--- src/rtl/fetch_sequencer.sv ---
// Fetch sequencer for the single-issue MIPS core: paces PcUnit against imem handshakes,
// downstream stalls and decode redirects, and halts at the end of the program image.
module fetch_sequencer #(
  parameter logic [31:0] END_ADDR    = 32'h0000_006c,
  parameter int unsigned MEM_TIMEOUT = 8,
  parameter int unsigned CNT_W       = 16
) (
  input  logic             clk,
  input  logic             PcReSet,
  input  logic [31:0]      pc,
  output logic             imem_req,
  input  logic             imem_ack,
  output logic             instr_valid,
  input  logic             stall_req,
  input  logic             br_req,
  input  logic [31:0]      br_offset,
  input  logic             j_req,
  input  logic [25:0]      j_target,
  output logic             pause,
  output logic             PcSel,
  output logic [31:0]      Adress,
  output logic             Jump,
  output logic [25:0]      Jumpaddr,
  output logic             flush,
  output logic             halted,
  output logic             mem_err,
  output logic [CNT_W-1:0] redirect_cnt
);

  localparam int unsigned TW = $clog2(MEM_TIMEOUT + 1);

  typedef enum logic [2:0] {
    S_IDLE,
    S_REQ,
    S_STALL,
    S_ADV,
    S_HALT
  } state_t;

  state_t            state, state_n;
  logic [TW-1:0]     tcnt, tcnt_n;
  logic              pend_j, pend_j_n;
  logic              pend_b, pend_b_n;
  logic [25:0]       pend_jt, pend_jt_n;
  logic [31:0]       pend_bo, pend_bo_n;

  logic              imem_req_n, instr_valid_n, pause_n, PcSel_n, Jump_n;
  logic              flush_n, halted_n, mem_err_n;
  logic [31:0]       Adress_n;
  logic [25:0]       Jumpaddr_n;
  logic [CNT_W-1:0]  redirect_cnt_n;

  always_comb begin
    state_n        = state;
    tcnt_n         = tcnt;
    pend_j_n       = pend_j;
    pend_b_n       = pend_b;
    pend_jt_n      = pend_jt;
    pend_bo_n      = pend_bo;
    mem_err_n      = mem_err;
    redirect_cnt_n = redirect_cnt;

    case (state)
      S_IDLE:  state_n = S_REQ;
      S_REQ: begin
        if ((pc >= END_ADDR) && !pend_j && !pend_b) begin
          state_n = S_HALT;
        end else if (imem_ack) begin
          tcnt_n  = '0;
          state_n = stall_req ? S_STALL : S_ADV;
        end else if (tcnt == TW'(MEM_TIMEOUT - 1)) begin
          state_n   = S_HALT;
          mem_err_n = 1'b1;
        end else begin
          tcnt_n = tcnt + 1'b1;
        end
      end
      S_STALL: if (!stall_req) state_n = S_ADV;
      S_ADV: begin
        state_n  = S_REQ;
        pend_j_n = 1'b0;
        pend_b_n = 1'b0;
      end
      S_HALT:  state_n = S_HALT;
      default: state_n = S_IDLE;
    endcase

    if ((state_n == S_REQ) && (state != S_REQ)) tcnt_n = '0;

    // Capture after the ADV clear so a redirect arriving in the advance cycle survives to the next one.
    if (state != S_HALT) begin
      if (j_req) begin
        pend_j_n  = 1'b1;
        pend_jt_n = j_target;
      end else if (br_req) begin
        pend_b_n  = 1'b1;
        pend_bo_n = br_offset;
      end
    end

    imem_req_n    = (state_n == S_REQ);
    instr_valid_n = (state_n == S_ADV);
    pause_n       = (state_n != S_ADV);
    halted_n      = (state_n == S_HALT);
    PcSel_n       = 1'b0;
    Jump_n        = 1'b0;
    Adress_n      = '0;
    Jumpaddr_n    = '0;
    flush_n       = 1'b0;

    // Outputs are registered, so the redirect shown during ADV is chosen on the edge entering it.
    if ((state_n == S_ADV) && (pend_j_n || pend_b_n)) begin
      flush_n = 1'b1;
      if (pend_j_n) begin
        Jump_n     = 1'b1;
        Jumpaddr_n = pend_jt_n;
      end else begin
        PcSel_n  = 1'b1;
        Adress_n = pend_bo_n;
      end
      if (redirect_cnt != '1) redirect_cnt_n = redirect_cnt + 1'b1;
    end
  end

  always_ff @(posedge clk) begin
    if (PcReSet) begin
      state        <= S_IDLE;
      tcnt         <= '0;
      pend_j       <= 1'b0;
      pend_b       <= 1'b0;
      pend_jt      <= '0;
      pend_bo      <= '0;
      imem_req     <= 1'b0;
      instr_valid  <= 1'b0;
      pause        <= 1'b1;
      PcSel        <= 1'b0;
      Jump         <= 1'b0;
      Adress       <= '0;
      Jumpaddr     <= '0;
      flush        <= 1'b0;
      halted       <= 1'b0;
      mem_err      <= 1'b0;
      redirect_cnt <= '0;
    end else begin
      state        <= state_n;
      tcnt         <= tcnt_n;
      pend_j       <= pend_j_n;
      pend_b       <= pend_b_n;
      pend_jt      <= pend_jt_n;
      pend_bo      <= pend_bo_n;
      imem_req     <= imem_req_n;
      instr_valid  <= instr_valid_n;
      pause        <= pause_n;
      PcSel        <= PcSel_n;
      Jump         <= Jump_n;
      Adress       <= Adress_n;
      Jumpaddr     <= Jumpaddr_n;
      flush        <= flush_n;
      halted       <= halted_n;
      mem_err      <= mem_err_n;
      redirect_cnt <= redirect_cnt_n;
    end
  end

endmodule

--- config.mk ---
export PLATFORM = sky130hd
export DESIGN_NAME = fetch_sequencer
export DESIGN_NICKNAME = d
export VERILOG_FILES = /design/src/rtl/fetch_sequencer.sv
export SDC_FILE = /design/constraint.sdc
export NUM_CORES = 1
export LEC_CHECK = 0
export ABC_CLOCK_PERIOD_IN_PS = 2650
export CORE_MARGIN = 4
export CORE_UTILIZATION = 40
export CTS_CLUSTER_DIAMETER = 80
export DETAILED_ROUTE_END_ITERATION = 7
export PLACE_DENSITY = 0.78
export SLEW_MARGIN = 0
export SYNTH_ARGS = -nofsm -noshare
export SYNTH_HDL_FRONTEND = slang
export SYNTH_SLANG_ARGS = --single-unit
--- constraint.sdc ---
create_clock -name clk -period 2.65 [get_ports clk]
set_input_delay 0.53 -clock clk [delete_from_list [all_inputs] [get_ports clk]]
set_output_delay 0.53 -clock clk [all_outputs]
set_load 0.02 [all_outputs]
==> results of run 1 <==
-- final cells by class --
cell class                 count  area, um2
fill                        1025       4740
sequential                   149       2980
multi-input combinational    316       2160
timing repair buffer         198       2010
clock buffer                  22        464
tap                          172        215
clock inverter                 9        128
inverter                       6       22.5
-- cells in the mapped netlist, drive strengths merged (2+ instances only) --
cell type  instances
dfxtp            149
nor2             143
mux2i             59
nand2             14
a21oi             13
buf               13
clkbuf            13
nor3              10
xnor2              9
nor4               7
inv                6
and3               5
nand3              5
nand4              4
o21ai              4
or3                4
a31o               3
nand3b             3
a211oi             2
a32oi              2
and2               2
ha                 2
nand2b             2
nor3b              2
nor4b              2
o31ai              2
or2                2
or4                2
xor2               2
-- timing repair --
item / 4_1_cts / 5_1_grt
buffers inserted: 1 / 0
setup endpoints to repair: 13 / 69
resized for setup: 1 / 19
pin swaps: 3 / 7
cloned: 0 / 3
-- through the flow --
step	hold WS, ns	TNS (ns)
after detailed placement	0.464	-25.62
final	0.396	0
after global routing	0.374	-0.683
after floorplan	0.444	0
after CTS	0.377	0
after global placement	0.453	-20.46
-- report_power, final --
group / leakage, uW / switching (uW) / internal (uW) / total, uW
clock: 0.000282 / 861 / 1520 / 2380
sequential: 0.00121 / 34.8 / 2320 / 2360
combinational: 0.00158 / 283 / 291 / 575
-- critical path, stage by stage --
cell	delay (ns)
sky130_fd_sc_hd__clkdlybuf4s50_1	0.44
sky130_fd_sc_hd__nor4_2	0.30
sky130_fd_sc_hd__nand4_2	0.19
sky130_fd_sc_hd__o31ai_4	0.29
sky130_fd_sc_hd__a31oi_4	0.14
sky130_fd_sc_hd__or4b_4	0.56
sky130_fd_sc_hd__or3_1	0.32
sky130_fd_sc_hd__a21oi_1	0.13
-- cells by family after synthesis --
| kind of cell | count (synthesis) | synth area share (%) |
|---|---|---|
| buffers and inverters | 32 | 3.22 |
| multiplexers | 60 | 11.5 |
| AND/OR/NAND/NOR | 212 | 21.6 |
| adder cells (fa/ha/maj) | 2 | 0.477 |
| flip-flops | 149 | 56.9 |
| AO/OA/AOI/OAI | 31 | 4.53 |
| XOR/XNOR | 11 | 1.84 |
-- layer usage --
layer  routed length [um]  part of all wire [%]
met1                 5340                    41
met2                 6700                    51
met3                  771                   5.9
met4                  297                   2.3
met5                    0                     0
-- sequential cells by signal, indices dropped and copies added (netlist names), 3 cells and up --
signal	flops
Adress	32
Jumpaddr	26
pend_bo	32
pend_jt	26
redirect_cnt	16
state	3
tcnt	4
-- worst max path at each step --
| stage | start | end | slack, ns |
|---|---|---|---|
| 3_3_place_gp | pc[30] | Jumpaddr[2] | -0.38 |
| 6_report | pc[28] | redirect_cnt[14] | 0.06 |
| 4_1_cts | pc[15] | Jumpaddr[0] | 0.005 |
| 5_1_grt | pc[28] | redirect_cnt[14] | -0.04 |
| 3_5_place_dp | pc[28] | Jumpaddr[4] | -0.45 |
| 2_1_floorplan | pc[21] | Jumpaddr[10] | 0.13 |
==> run summary, run 1 <==
The floorplan step defined a die boundary enclosing 0.0150 mm2. The horizontal die dimension came out at 122 um. After clock tree synthesis, the clock-pin slew on the worst setup and hold paths is 0.05 ns.

In the routed design, unresolved DRC markers number 0. For met2 alone, demand over resource in global routing was 30.7%. Summed over all cells, the static leakage comes to 0.00308 uW.

The maximum achievable frequency is 386 MHz, and the synthesized netlist cell count is 497. The HPWL after detailed placement was 9100 um. Synthesized flop and latch total: 149. In this run, CTS created clock tree buffers numbering 17.

In the routed layout, each cell is associated on average with a via count of 4.73. Counting distinct cell types in the post-synthesis netlist gives 51. For the initial antenna violation count, the log shows 0. For the total number of vias, the log shows 4,127. The flow ran to the end, and the final reports show no timing, DRC or antenna violations.

The via count of the first global-routing pass was 4,305; the boundary pin count was 178. The count of cells in the finished layout, fillers not included, comes to 872. The post-route antenna net violation count came out at 0.

Root buffer selected by CTS: sky130_fd_sc_hd__clkbuf_16. In this run the critical register-to-register path is captured at redirect_cnt[0]. At the placement stage, the worst setup path has a slack of -0.451 ns. Across all register-to-register paths, the minimum setup slack is 0.11 ns. The count of input and output buffers is 175, and the cell count of the worst reg-to-reg path is 8. The clock reaches the later pin of the worst-skew pair after 0.41 ns. The core region is 0.0127 mm2. Worst flop-to-flop path startpoint: tcnt[0]. Compared with the post-synthesis result, the final layout area differs by 52.3%. The tools report the worst-case clock buffer depth as 2. Once the floorplan was initialized, standard cells occupied 41.2% of the core. The run gives 4.42% as the met3 track demand over resource.

Leaving out fill and tap cells, the most frequent cells in the layout are sky130_fd_sc_hd__clkdlybuf4s50_1, sky130_fd_sc_hd__dfxtp_1, sky130_fd_sc_hd__nor2_1. The clock period minus worst slack is 2.59 ns. After detailed routing, the average wire length per cell comes to 15.0 um. Ranked by total cell area, the synthesized netlist is headed by sky130_fd_sc_hd__dfxtp_1, sky130_fd_sc_hd__mux2i_1, sky130_fd_sc_hd__nor2_1, sky130_fd_sc_hd__nor2_4, sky130_fd_sc_hd__xnor2_1. Among all flip-flop cells after synthesis, the most frequent one is sky130_fd_sc_hd__dfxtp_1. The synthesized area divided by synthesized cell count is 10.6 um2. The first-pass detailed-route iteration total was 4. During synthesis, Yosys emitted a total of 0 warnings. Row generation in the floorplan step produced 41 rows.

TritonCTS built the clock tree. Of the post-synthesis cell area, the dominant cell type holds 56.9%. At the worst endpoint, the arrival time is 2.92 ns.

The type of origin of the critical path was an input pin. After the first detailed-routing iteration, the DRC count stood at 204. Global routing used 17.2% of the available tracks. After detailed routing, the total wire length is 13,100 um. The cell depth of the worst min-delay path came out at 2. The share of flip-flops with an asynchronous set or reset was 0%. The logs give 0 for the number of setup violations in the final report and 56.9% for the proportion of synthesized chip area in sequential cells.

The design draws 5310 uW. Total number of H-tree levels: 4. Entering global routing, the biggest net connects 86 pins. The number of instances in the placed design came out at 837. The hold path startpoint was PcReSet.

The logs give 0 for the number of pins exceeding their max-slew limit in the final report and 595 for the net count after synthesis. The tightest min-delay check is of the in2reg type. The run gives 20,200 um as the wire length of the first global-routing pass. The measured slew at the worst slew-check pin works out to 0.865 ns. Leaving out fill and tap cells, the most frequent cell in the layout is sky130_fd_sc_hd__clkdlybuf4s50_1. At the end of the flow, the number of nets in the layout was 786. Cell area after synthesis: 0.00524 mm2. Measured against its own limit, the worst slew margin works out to 42.3%. Total power divided by cell area: 665 mW/mm2. Of all cell types, the one taking the most synthesized area is sky130_fd_sc_hd__dfxtp_1. Setup slack closes at 0.0626 ns. Counting flops with a built-in enable in the synthesized netlist gives 0.

The worst hold path terminates at pause. For this design, the sink count on the clock tree is 149. The share of cells above drive strength 1 came out at 14.7%.

Of all nets on the critical path, the largest fanout is 4. Cells fill 62.8% of the core in the end. The tools report the met1 demand-to-capacity share in global routing as 19.2%. Overall die height: 122 um. The finished cells cover 0.00798 mm2. The standard cell area after detailed placement is 0.00724 mm2. The sort of element at the end of the critical path was a flop.

The count of endpoints failing hold in the final timing report was 0. The tool flagged a number of max-cap violations equal to 0. Kind of critical path: in2reg. The period utilization works out to 97.6%.

The most used routing layer in global routing was met2. The run gives 380 uV as the largest vdd supply drop. The total overflow left after global routing is 0. STA puts the critical path data required time at 2.98 ns.

At the end of routability-driven placement, the weighted congestion stood at 0.798. For this design, the CTS-stage hold fixing added 0 buffers. The number of antenna diodes in the final layout is 0. Between clock sinks in the finished design, the worst skew comes to 0.00837 ns.
Note: power is estimated with default switching activity, not from simulation.
==> run 2, diff against run 1 <==
- ABC_CLOCK_PERIOD_IN_PS: 2650 -> 3000
- HOLD_SLACK_MARGIN: unset -> 0.08
- PLACE_DENSITY: 0.78 -> 0.75
- clock period: 2.65 -> 3 ns (I/O delays scaled with it)
==> run summary, run 2 (same netlist as run 1, synthesis figures left out) <==
The floorplan has 41 rows. The tools report the number of inserted diodes as 0. After layout, the worst setup slack is 0.260 ns. The sort of element at the end of the critical path was a flop. TritonCTS built the clock tree. The net count of the finished layout is 782. The largest registers in the layout are Adress: 32 flops, pend_bo: 32 flops.

The area growth from synthesis to layout is 48.9%. At the worst endpoint, the required time is 3.34 ns. The class of the most critical hold timing path was reg2reg.

The analysis attributes to cell leakage a power of 0.00297 uW. After detailed routing, the average wire length per cell comes to 14.3 um. The total number of H-tree levels came out at 4. At the end of routability-driven placement, the weighted congestion stood at 0.779. Overall die height: 122 um. Measured slew at the worst slew-check pin: 0.553 ns. Setup repair after global routing left no endpoint under its margin. On the critical path, the stage with the largest delay is an instance of sky130_fd_sc_hd__clkdlybuf4s50_1.

The wire length on met3 was 758 um. The library cells used most frequently in the layout, excluding fill and tap cells, are sky130_fd_sc_hd__clkdlybuf4s50_1, sky130_fd_sc_hd__dfxtp_1, sky130_fd_sc_hd__nor2_1. The number of clock sinks is 149. Walking the worst path, the cells encountered are clkdlybuf4s50_1 -> nor4_2 -> nand4_2 -> o31ai_4 -> a31oi_4 -> or3_4 -> or2_2 -> buf_12 -> nor2_1. For the post-route antenna net violation count, the log shows 0. Before CTS, the worst setup slack after placement is -0.177 ns. For the final routed database, the setup TNS stands at 0 ns. Global routing finished with a remaining overflow of 0. The detailed router's first-iteration violation count was 218; the maximum clock skew at final layout was 0.00513 ns. The share of cells above drive strength 1 is 12.8%. The period utilization is 91.3%, and the largest vdd supply drop is 283 uV. STA classifies the critical path startpoint as an input pin.

The tools report the initial core utilization as 41.2%. The tree is rooted in a sky130_fd_sc_hd__clkbuf_16. The uppermost layer routed was met4. After floorplanning, the core was sized to cover 0.0127 mm2. The number of hold buffers added after CTS was 0. The routed length on met2 was 6350 um; the number of CTS-inserted buffers was 17. Data arrives at the worst endpoint at 3.08 ns.

In the routed layout, each cell is associated on average with a via count of 4.70. Clock latency on the worst-skew pair: 0.41 ns. The initial antenna violation count was 0; the via count of the first global-routing pass was 4,127. The final layout contains routed wiring with a total length of 12,400 um. Static timing analysis puts the maximum clock frequency at 365 MHz. The first global-routing pass estimated 19,900 um of wire.

The layout has 1,078 filler cells. The clock edge transition at the registers on the reported setup and hold paths was 0.05 ns; the clock period minus worst slack was 2.74 ns. The number of pins exceeding their max-slew limit in the final report was 0; the HPWL after detailed placement was 9030 um. The die area is 0.0150 mm2, and the post-CTS resize count is 0. Setup violations remaining at the end of the flow were counted as 0. The count of endpoints failing hold in the final timing report was 0.

The worst-case clock buffer depth is 2, and the number of violations of the max-capacitance limit is 0. The first-pass detailed-route iteration total was 4; the highest fanout seen on the critical path was 27. The detailed router put a total of 5160 um of wire on met1.

Dividing total power by cell area gives a power density of 591 mW/mm2. The total DRC errors in the routed layout was 0; the overall power of the completed layout was 4620 uW. In the global route stage, overall resource usage came out at 16.8%. The flow ran to the end, and the final reports show no timing, DRC or antenna violations.

For this block, the via count after detailed routing is 4,085. Entering global routing, the biggest net connects 48 pins. For this run, the slowest stage of the critical path takes 0.42 ns. The count of input and output buffers is 175. The library cell used most frequently in the layout, excluding fill and tap cells, is sky130_fd_sc_hd__clkdlybuf4s50_1.

The number of setup buffers added after CTS is 0. The kind of critical path is in2reg. The horizontal die dimension was 122 um; the boundary pin count was 178.

Measured against its own limit, the worst slew margin works out to 63.2%.
==> run 2: area by class of cell <==
type                       instances  area [um2]  share of cell area, %
sequential                       149        2980                   38.2
multi-input combinational        316        2090                   26.8
timing repair buffer             194        1910                   24.5
clock buffer                      24         482                   6.17
tap                              172         215                   2.76
clock inverter                     8        98.8                   1.27
inverter                           6        22.5                  0.288
==> run 2: worst paths after layout <==
kind	startpoint	depth (start not counted)	slack [ns]	end
setup / recovery	pc[21]	9	0.26	Jumpaddr[5]
hold / removal	pend_bo[24]	2	0.48	Adress[24]
setup reg to reg	tcnt[0]	11	0.41	Adress[28]
hold reg to reg	pend_bo[24]	2	0.48	Adress[24]
==> run 2: power breakdown <==
part           switching (uW)  internal [uW]
Clock                     762           1290
Sequential               29.5           2050
Combinational             234            251
==> run 2: layer usage <==
metal / up-vias / GRT usage, %
li1: 2037 / -
met1: 1913 / 19.9
met2: 125 / 29.3
met3: 10 / 4.79
met4: 0 / 5.81
met5: - / 0
==> run 2: through the flow <==
| step | utilization (%) | cells | hold slack [ns] | instance area, um2 |
|---|---|---|---|---|
| 6_report | 61.4 | 869 | 0.481 | 7810 |
| 3_3_place_gp | 56.8 | 837 | 0.456 | 7230 |
| 2_1_floorplan | - | 497 | 0.444 | 5240 |
| 4_1_cts | 61.4 | 869 | 0.489 | 7810 |
| 5_1_grt | 61.4 | 869 | 0.513 | 7810 |
| 3_5_place_dp | 56.8 | 837 | 0.475 | 7230 |
==> run 2: critical path, delay by kind of cell <==
kind	cells	cell delay [ns]
buf+inv	2	0.63
simple gates	5	1.37
compound gates	2	0.46
